--- src/rtl/cu_done_aggregator.sv ---
// Multi-CU completion tracker: sums per-CU counts against a job total, reports the
// result to MMIO with a done/ack handshake, then issues a timed soft-reset pulse.
module cu_done_aggregator #(
  parameter int unsigned NUM_CU     = 4,
  parameter int unsigned CNT_W      = 32,
  parameter int unsigned RESET_HOLD = 8
) (
  input  logic                    clock,
  input  logic                    rst,
  input  logic                    enabled_in,
  input  logic                    config_valid,
  input  logic [CNT_W-1:0]        expected_total,
  input  logic [NUM_CU-1:0]       cu_count_valid,
  input  logic [NUM_CU*CNT_W-1:0] cu_count,
  input  logic [NUM_CU-1:0]       cu_done_in,
  input  logic                    done_ack_in,
  output logic                    return_done_out,
  output logic [CNT_W-1:0]        return_total_out,
  output logic                    soft_reset_out,
  output logic                    busy_out,
  output logic                    overflow_error_out
);

  localparam int unsigned SUM_W = CNT_W + $clog2(NUM_CU) + 1;
  localparam int unsigned ACC_W = SUM_W + 2;
  localparam int unsigned CW    = $clog2(RESET_HOLD + 2);
  localparam logic [ACC_W-1:0] SAT_MAX = {{(ACC_W-CNT_W){1'b0}}, {CNT_W{1'b1}}};

  typedef enum logic [2:0] {
    S_IDLE,
    S_RUN,
    S_DRAIN,
    S_REPORT,
    S_PULSE
  } state_t;

  state_t              state_q, state_d;
  logic [CW-1:0]       cnt_q, cnt_d;
  logic [CNT_W-1:0]    total_q, total_d;
  logic [SUM_W-1:0]    sum1_q, sum1_d;
  logic [CNT_W-1:0]    acc_q, acc_d;
  logic [NUM_CU-1:0]   mask_q, mask_d;
  logic                ret_done_q, ret_done_d;
  logic [CNT_W-1:0]    ret_total_q, ret_total_d;
  logic                soft_q, soft_d;
  logic                busy_q, busy_d;
  logic                ovf_q, ovf_d;

  logic [SUM_W-1:0]    lane_sum_c;
  logic                fin_c;
  logic [ACC_W-1:0]    sum_all_c;
  logic                sat_c;
  logic [CNT_W-1:0]    acc_sat_c;

  // Stage-1 operand: masked sum of the valid count lanes this cycle
  always_comb begin
    lane_sum_c = '0;
    for (int i = 0; i < NUM_CU; i++) begin
      if (cu_count_valid[i]) begin
        lane_sum_c = lane_sum_c + SUM_W'(cu_count[i*CNT_W +: CNT_W]);
      end
    end
  end

  // Stage-2 saturating add; the last DRAIN cycle also folds in that cycle's lanes
  // so every strobe seen during DRAIN lands in the frozen result.
  always_comb begin
    fin_c     = (state_q == S_DRAIN) && (cnt_q != '0);
    sum_all_c = ACC_W'(acc_q) + ACC_W'(sum1_q) + (fin_c ? ACC_W'(lane_sum_c) : ACC_W'(0));
    sat_c     = (sum_all_c > SAT_MAX);
    acc_sat_c = sat_c ? {CNT_W{1'b1}} : CNT_W'(sum_all_c);
  end

  // Next-state and output logic
  always_comb begin
    state_d     = state_q;
    cnt_d       = cnt_q;
    total_d     = total_q;
    sum1_d      = '0;
    acc_d       = acc_q;
    mask_d      = mask_q;
    ret_done_d  = ret_done_q;
    ret_total_d = ret_total_q;
    soft_d      = soft_q;
    ovf_d       = ovf_q;

    unique case (state_q)
      S_IDLE: begin
        ret_done_d = 1'b0;
        soft_d     = 1'b0;
        if (config_valid && enabled_in) begin
          state_d = S_RUN;
          total_d = expected_total;
          acc_d   = '0;
          mask_d  = '0;
          cnt_d   = '0;
        end
      end
      S_RUN: begin
        if (!enabled_in) begin
          state_d = S_IDLE;
        end else begin
          sum1_d = lane_sum_c;
          acc_d  = acc_sat_c;
          if (sat_c) ovf_d = 1'b1;
          mask_d = mask_q | cu_done_in;
          if ((acc_q >= total_q) || (&mask_q)) begin
            state_d = S_DRAIN;
            cnt_d   = '0;
          end
        end
      end
      S_DRAIN: begin
        if (!enabled_in) begin
          state_d = S_IDLE;
        end else begin
          acc_d = acc_sat_c;
          if (sat_c) ovf_d = 1'b1;
          if (cnt_q == '0) begin
            sum1_d = lane_sum_c;
            cnt_d  = CW'(1);
          end else begin
            state_d     = S_REPORT;
            ret_total_d = acc_sat_c;
            ret_done_d  = 1'b1;
          end
        end
      end
      S_REPORT: begin
        if (!enabled_in) begin
          state_d    = S_IDLE;
          ret_done_d = 1'b0;
        end else if (done_ack_in) begin
          state_d    = S_PULSE;
          ret_done_d = 1'b0;
          soft_d     = 1'b1;
          cnt_d      = '0;
        end
      end
      S_PULSE: begin
        if (cnt_q == CW'(RESET_HOLD - 1)) begin
          state_d = S_IDLE;
          soft_d  = 1'b0;
        end else begin
          cnt_d = cnt_q + CW'(1);
        end
      end
      default: begin
        state_d = S_IDLE;
      end
    endcase

    busy_d = (state_d != S_IDLE);
  end

  always_ff @(posedge clock) begin
    if (rst) begin
      state_q     <= S_IDLE;
      cnt_q       <= '0;
      total_q     <= '0;
      sum1_q      <= '0;
      acc_q       <= '0;
      mask_q      <= '0;
      ret_done_q  <= 1'b0;
      ret_total_q <= '0;
      soft_q      <= 1'b0;
      busy_q      <= 1'b0;
      ovf_q       <= 1'b0;
    end else begin
      state_q     <= state_d;
      cnt_q       <= cnt_d;
      total_q     <= total_d;
      sum1_q      <= sum1_d;
      acc_q       <= acc_d;
      mask_q      <= mask_d;
      ret_done_q  <= ret_done_d;
      ret_total_q <= ret_total_d;
      soft_q      <= soft_d;
      busy_q      <= busy_d;
      ovf_q       <= ovf_d;
    end
  end

  assign return_done_out    = ret_done_q;
  assign return_total_out   = ret_total_q;
  assign soft_reset_out     = soft_q;
  assign busy_out           = busy_q;
  assign overflow_error_out = ovf_q;

endmodule

--- config.mk ---
export PLATFORM = sky130hd
export DESIGN_NAME = cu_done_aggregator
export DESIGN_NICKNAME = d
export VERILOG_FILES = /design/src/rtl/cu_done_aggregator.sv
export SDC_FILE = /design/constraint.sdc
export NUM_CORES = 1
export LEC_CHECK = 0
export CAP_MARGIN = 5
export CORE_MARGIN = 2
export CORE_UTILIZATION = 62
export DETAILED_ROUTE_END_ITERATION = 12
export PLACE_DENSITY = 0.89
export SYNTH_ARGS = -nofsm -noshare
export SYNTH_HDL_FRONTEND = slang
export SYNTH_SLANG_ARGS = --single-unit
--- constraint.sdc ---
create_clock -name clock -period 18.55 [get_ports clock]
set_input_delay 3.71 -clock clock [delete_from_list [all_inputs] [get_ports clock]]
set_output_delay 3.71 -clock clock [all_outputs]
set_load 0.05 [all_outputs]
# Word-level counts from Yosys, hierarchy flattened

Cells that the tools add are included.

Flip-flop bits (word level): 146
Bits of input ports: 173
Output and inout bits: 36

Mux-type cells: 42
Order comparisons: 2
Bitwise operators: 2
Equality and inequality tests: 17
Add/subtract/negate cells: 6
Reductions and logical operators: 22

Operators by type and width:

| kind                                                            | number |
|---|---|
| 2-to-1 mux 35 bit                                               | 7 |
| 2-to-1 mux 32 bit                                               | 4 |
| adder 35 x 32 -> 35 bit                                         | 3 |
| one-hot mux 35 bit (2 select lines)                             | 1 |
| one-hot mux 32 bit (2 select lines)                             | 1 |
| adder 36 x 35 -> 37 bit                                         | 1 |
| greater-than comparator 37 x 32 -> 1 bit, second input constant | 1 |
| adder 32 x 35 -> 36 bit                                         | 1 |
| 2-to-1 mux 4 bit                                                | 9 |
| >= comparator 32 bit                                            | 1 |
| 2-to-1 mux 3 bit                                                | 8 |
| one-hot mux 4 bit (5 select lines)                              | 1 |
| != test 2 bit, second input constant                            | 9 |
| one-hot mux 3 bit (5 select lines)                              | 1 |
| AND reduction 3 bit                                             | 4 |
| AND reduction 4 bit                                             | 3 |
| AND reduction 9 bit                                             | 1 |
| nonzero test 3 bit                                              | 3 |
| one-hot mux 4 bit (2 select lines)                              | 1 |
| 2-to-1 mux 1 bit                                                | 7 |
| == test 3 x 2 -> 1 bit, second input constant                   | 2 |
| one-hot mux 1 bit (3 select lines)                              | 2 |
| nonzero test 5 bit                                              | 1 |
| adder 4 x 1 -> 4 bit, second input constant                     | 1 |
| 15 further kinds                                                | 18 |

# Longest topological paths before layout

Depth in word-level cells: 13
Gate-level depth with buffers: 48
Depth with buffers taken out: 44

# Least setup slack after synthesis

Ideal clock, no wire load.

Kind: input -> register
Start point: input port cu_count_valid[0]
End point: register ret_total_q[11] (netlist: return_total_out[11])
Slack: 5382 ps
Stages: 46
Buffers on the path: 4
Data arrival time: 13036 ps
Setup time: 132 ps
Required time: 18418 ps
Cells stage by stage: clkbuf_1 clkbuf_1 and2_1 ha_1 fa_1 maj3_1 nand2_1 a21oi_1 or3_1 a21oi_1 xor2_1 nor2_1 a21oi_1 inv_1 ha_1 and2_1 nand2_1 a2111oi_1 [... 10 more ...] a21oi_1 a2111oi_0 a211oi_1 o21a_1 o21ai_0 o211ai_1 fa_1 inv_1 ha_1 clkbuf_1 a21oi_1 nor2_1 or4_1 mux2_1 a311o_1 buf_2 nor4_1 nor3_1

Word-level cells in the longest chain between the ends: 11

Ends and longest elaborated chain:

| what                                     | RTL line | source |
|---|---|---|
| start, declared                          | 13       | `input logic [NUM_CU-1:0] cu_count_valid,` |
| 2-to-1 mux 32 bit (*)                    | 59       | `if (cu_count_valid[i]) begin` |
| adder 35 x 32 -> 35 bit                  | 60       | `lane_sum_c = lane_sum_c + SUM_W'(cu_count[i*CNT_W +: CNT_W]);` |
| 2-to-1 mux 35 bit (*)                    | 59       |  |
| adder 35 x 32 -> 35 bit                  | 60       |  |
| 2-to-1 mux 35 bit (*)                    | 59       |  |
| adder 35 x 32 -> 35 bit                  | 60       |  |
| 2-to-1 mux 35 bit (*)                    | 59       |  |
| 2-to-1 mux 35 bit (*)                    | 69       | `sum_all_c = ACC_W'(acc_q) + ACC_W'(sum1_q) + (fin_c ? ACC_W'(lane_sum_c) : ACC_W'(0));` |
| adder 36 x 35 -> 37 bit (*)              | 69       |  |
| greater-than comparator 37 x 32 -> 1 bit | 70       | `sat_c = (sum_all_c > SAT_MAX);` |
| 2-to-1 mux 32 bit (*)                    | 71       | `acc_sat_c = sat_c ? {CNT_W{1'b1}} : CNT_W'(sum_all_c);` |
| end signal, assigned                     | 177      | `ret_total_q <= ret_total_d;` |
| end, declared                            | 44       | `logic [CNT_W-1:0] ret_total_q, ret_total_d;` |

Mark *: on every way between the ends. The rest lies on a longest branch, timed or not.
A chain may end at the register's enable or synchronous reset.

# Final worst setup path

Start point: input port cu_count_valid[0]
End point: register acc_q[8]

Word-level cells in the longest chain between the ends: 13

Ends and longest elaborated chain:

| what                                     | RTL line | source |
|---|---|---|
| 2-to-1 mux 32 bit (*)                    | 59       |  |
| adder 35 x 32 -> 35 bit                  | 60       |  |
| 2-to-1 mux 35 bit (*)                    | 59       |  |
| adder 35 x 32 -> 35 bit                  | 60       |  |
| 2-to-1 mux 35 bit (*)                    | 59       |  |
| adder 35 x 32 -> 35 bit                  | 60       |  |
| 2-to-1 mux 35 bit (*)                    | 59       |  |
| 2-to-1 mux 35 bit (*)                    | 69       |  |
| adder 36 x 35 -> 37 bit (*)              | 69       |  |
| greater-than comparator 37 x 32 -> 1 bit | 70       |  |
| 2-to-1 mux 32 bit (*)                    | 71       |  |
| 2-to-1 mux 32 bit (*)                    | 100, 114 |  |
| one-hot mux 32 bit (2 select lines) (*)  | 87       | `unique case (state_q)` |
| end signal, assigned                     | 162      | `acc_q <= '0;` |
| end signal, assigned                     | 174      | `acc_q <= acc_d;` |
| end, declared                            | 41       | `logic [CNT_W-1:0] acc_q, acc_d;` |

Mark *: on every way between the ends. The rest lies on a longest branch, timed or not. The select of a mux whose other input is x is not followed.

==> reports/summary.txt <==
Most frequent cells in the layout: a21oi_1, nand2_1, clkdlybuf4s50_1
Layout area overhead: 17.9%
Gr usage total: 0.357
Drt initial violations: 2026
CP Max Fanout: 38
Worst setup path class: in -> reg
Final Max Tran Viols: 0
Endpoints failing hold: 0
EDFF count, synth: 0
Min-Delay Path Class: reg -> reg
Worst path required time: 18780 ps
Worst path most repeated cell: a21oi_1
Combinational fraction of design power: 0.457
Initial Util: 0.636
Register area share after synthesis: 0.188
# resized after CTS: 0
Final-report setup violation count: 0
FILL cells: 1793
Clock power frac: 0.277
Routed Antenna Nets: 0
Share of the synthesized area in the top cell type: 0.188
VDD IR-drop max: 0.0605 mV
Worst-Skew Late Latency: 430 ps
Setup crit start kind: input port
RSZ-0062 raised after global routing: false
Vias/cell: 6.56
Core area: 0.0245 mm^2
Post-synthesis register bit count: 146
Die width: 162 um
Max Cap Violations: 0
Post-synth net total: 2421
First-pass GRT wire length: 76800 um
Synth Instances: 2044
Synth area leaders: dfxtp_1, ha_1, a21oi_1
Worst Tran Pin Value: 1200 ps
Clk sinks: 146
Clk buf depth: 2
Die area: 0.0264 mm^2
Mean area per synthesized cell: 7.62 um^2
Internal: 774 uW
Crit path DAT: 15700 ps
Initial antenna violation count: 3
P_leak: 7.89 nW
CTS tree: done
Worst Skew: 10.8 ps
Fmax: 64.6 MHz
DRT Wirelength: 49000 um
Root Driver: clkbuf_16
Share of post-route cells with drive strength above 1: 0.0477
Global route overflow: 0
CTS buffer count: 17
Distinct cells, synth: 90
I/O pins: 209
WL per Instance: 19.4 um
Final Cycle Share: 0.834
DRC viols: 0
Die H: 162 um
Standard-cell rows: 57
Vias in the first global route: 15600
Hpwl dp: 37400 um
CP max-delay cell: a2111oi_1
NetSw: 500 uW
TritonRoute pass-1 iters: 6
Switching share of power: 0.393
Depth of the CTS H-tree: 4
Pin count of the biggest net entering global routing: 111
Yosys top cell by area: dfxtp_1
CP endpoint kind: flip-flop
Final TNS setup: 0 ps
CTS clk-pin slew, worst paths: 70 ps
Gpl congestion: 0.952
Headroom to the max-slew limit: 0.200
Pwr Density: 69.4 mW/mm^2
Hold_ws: 461 ps
Via count: 16600
Syn Std Cell Area: 0.0156 mm^2
Commonest non-fill, non-tap cell in the layout: a21oi_1
Hold_buf cts: 0
Status: finished clean
Primary FF master, synth: dfxtp_1
Crit-path max cell delay: 650 ps
Yosys warns: 0
Register share of total power: 0.266
Ys async rst share: 0
Post-layout net count: 2564
Final min period: 15480 ps
Port Buffers: 208
Setup Buffers After CTS: 0
cell families after synthesis:
logic type | count (synthesis) | share of synthesized area
AOI/OAI and AO/OA | 681 | 0.293
adders and majority gates | 207 | 0.183
xor gates and xnor gates | 93 | 0.0528
and+or+nand+nor | 679 | 0.207
buffers and inverters | 198 | 0.0493
DFF | 146 | 0.188
muxes | 40 | 0.0273
state kept, by name, summed over array words and instances, names as in the netlist:
name,flops
cnt_q,4
busy_out,1
acc_q,32
state_q,3
mask_q,4
return_total_out,32
overflow_error_out,1
total_q,32
soft_reset_out,1
sum1_q,35
return_done_out,1
stage by stage:
stage,area (um^2),power [mW],util,worst slack (ps),instances
after floorplan,15600,0.758,-,5380,2044
after global placement,17800,0.887,0.726,3380,2492
after detailed placement,17800,0.905,0.726,2950,2492
after CTS,18400,1.26,0.750,3340,2524
after global routing,18400,1.34,0.750,2370,2524
final,18400,1.27,0.751,3070,2526
power by group through the flow:
stage,Combinational (mW),Clock [mW],Sequential [mW]
after floorplan,0.417,0,0.341
after detailed placement,0.560,0,0.345
after global placement,0.543,0,0.344
final,0.582,0.354,0.339
after global routing,0.637,0.364,0.340
after CTS,0.567,0.352,0.338
worst paths after layout:
path	from	to	slack, ps	depth (start not counted)
min reg2reg	overflow_error_out	overflow_error_out	460	2
max reg2reg	state_q[0]	acc_q[8]	12070	18
min	overflow_error_out	overflow_error_out	460	2
max	cu_count_valid[0]	acc_q[8]	3070	43
final cells by class:
type	count	area (um^2)	share of cell area
clock inverter	15	170	0.00927
timing repair buffer	218	2140	0.117
sequential	146	2920	0.159
multi-input combinational	1700	11900	0.648
antenna	2	5.00	0.000273
tap	324	405	0.0221
inverter	104	390	0.0213
clock buffer	17	425	0.0232
synthesized netlist by cell type (8+ instances only):
master	instances
mux2_2	19
nand2_1	224
clkbuf_1	72
nand3b_1	8
o211a_1	12
or3_1	11
and2_1	41
xnor2_1	59
dfxtp_1	146
o21ai_0	85
a21boi_0	8
nand2b_1	23
o21ai_1	18
a31o_2	8
o22ai_1	8
fa_1	36
buf_2	13
and3_1	25
nor2b_1	16
o21bai_1	16
a211o_1	10
o211ai_1	19
mux2i_1	20
ha_1	168
nor4_1	27
nand3_1	42
a21o_1	65
a311oi_1	39
buf_1	8
nor3_1	55
a21oi_1	232
nand4_1	23
nor2_1	157
o21a_1	19
inv_1	103
xor2_1	33
a211oi_1	39
a31oi_1	16
worst max-delay path: cells and delay by family:
family	cells	cell delay, ps
and+or+nand+nor	13	2910
buffers and inverters	5	1210
AOI/OAI and AO/OA	14	4460
xor gates and xnor gates	2	330
adders and majority gates	7	2410
muxes	2	640
per-layer routing:
layer	global-route usage	part of all wire	vias up
met4	0.138	0.036	2
met1	0.446	0.40	7639
met3	0.0395	0.083	157
met5	0	0.00027	-
li1	-	-	7794
met2	0.632	0.48	980
No activity file was read; power rests on OpenSTA's default activity.
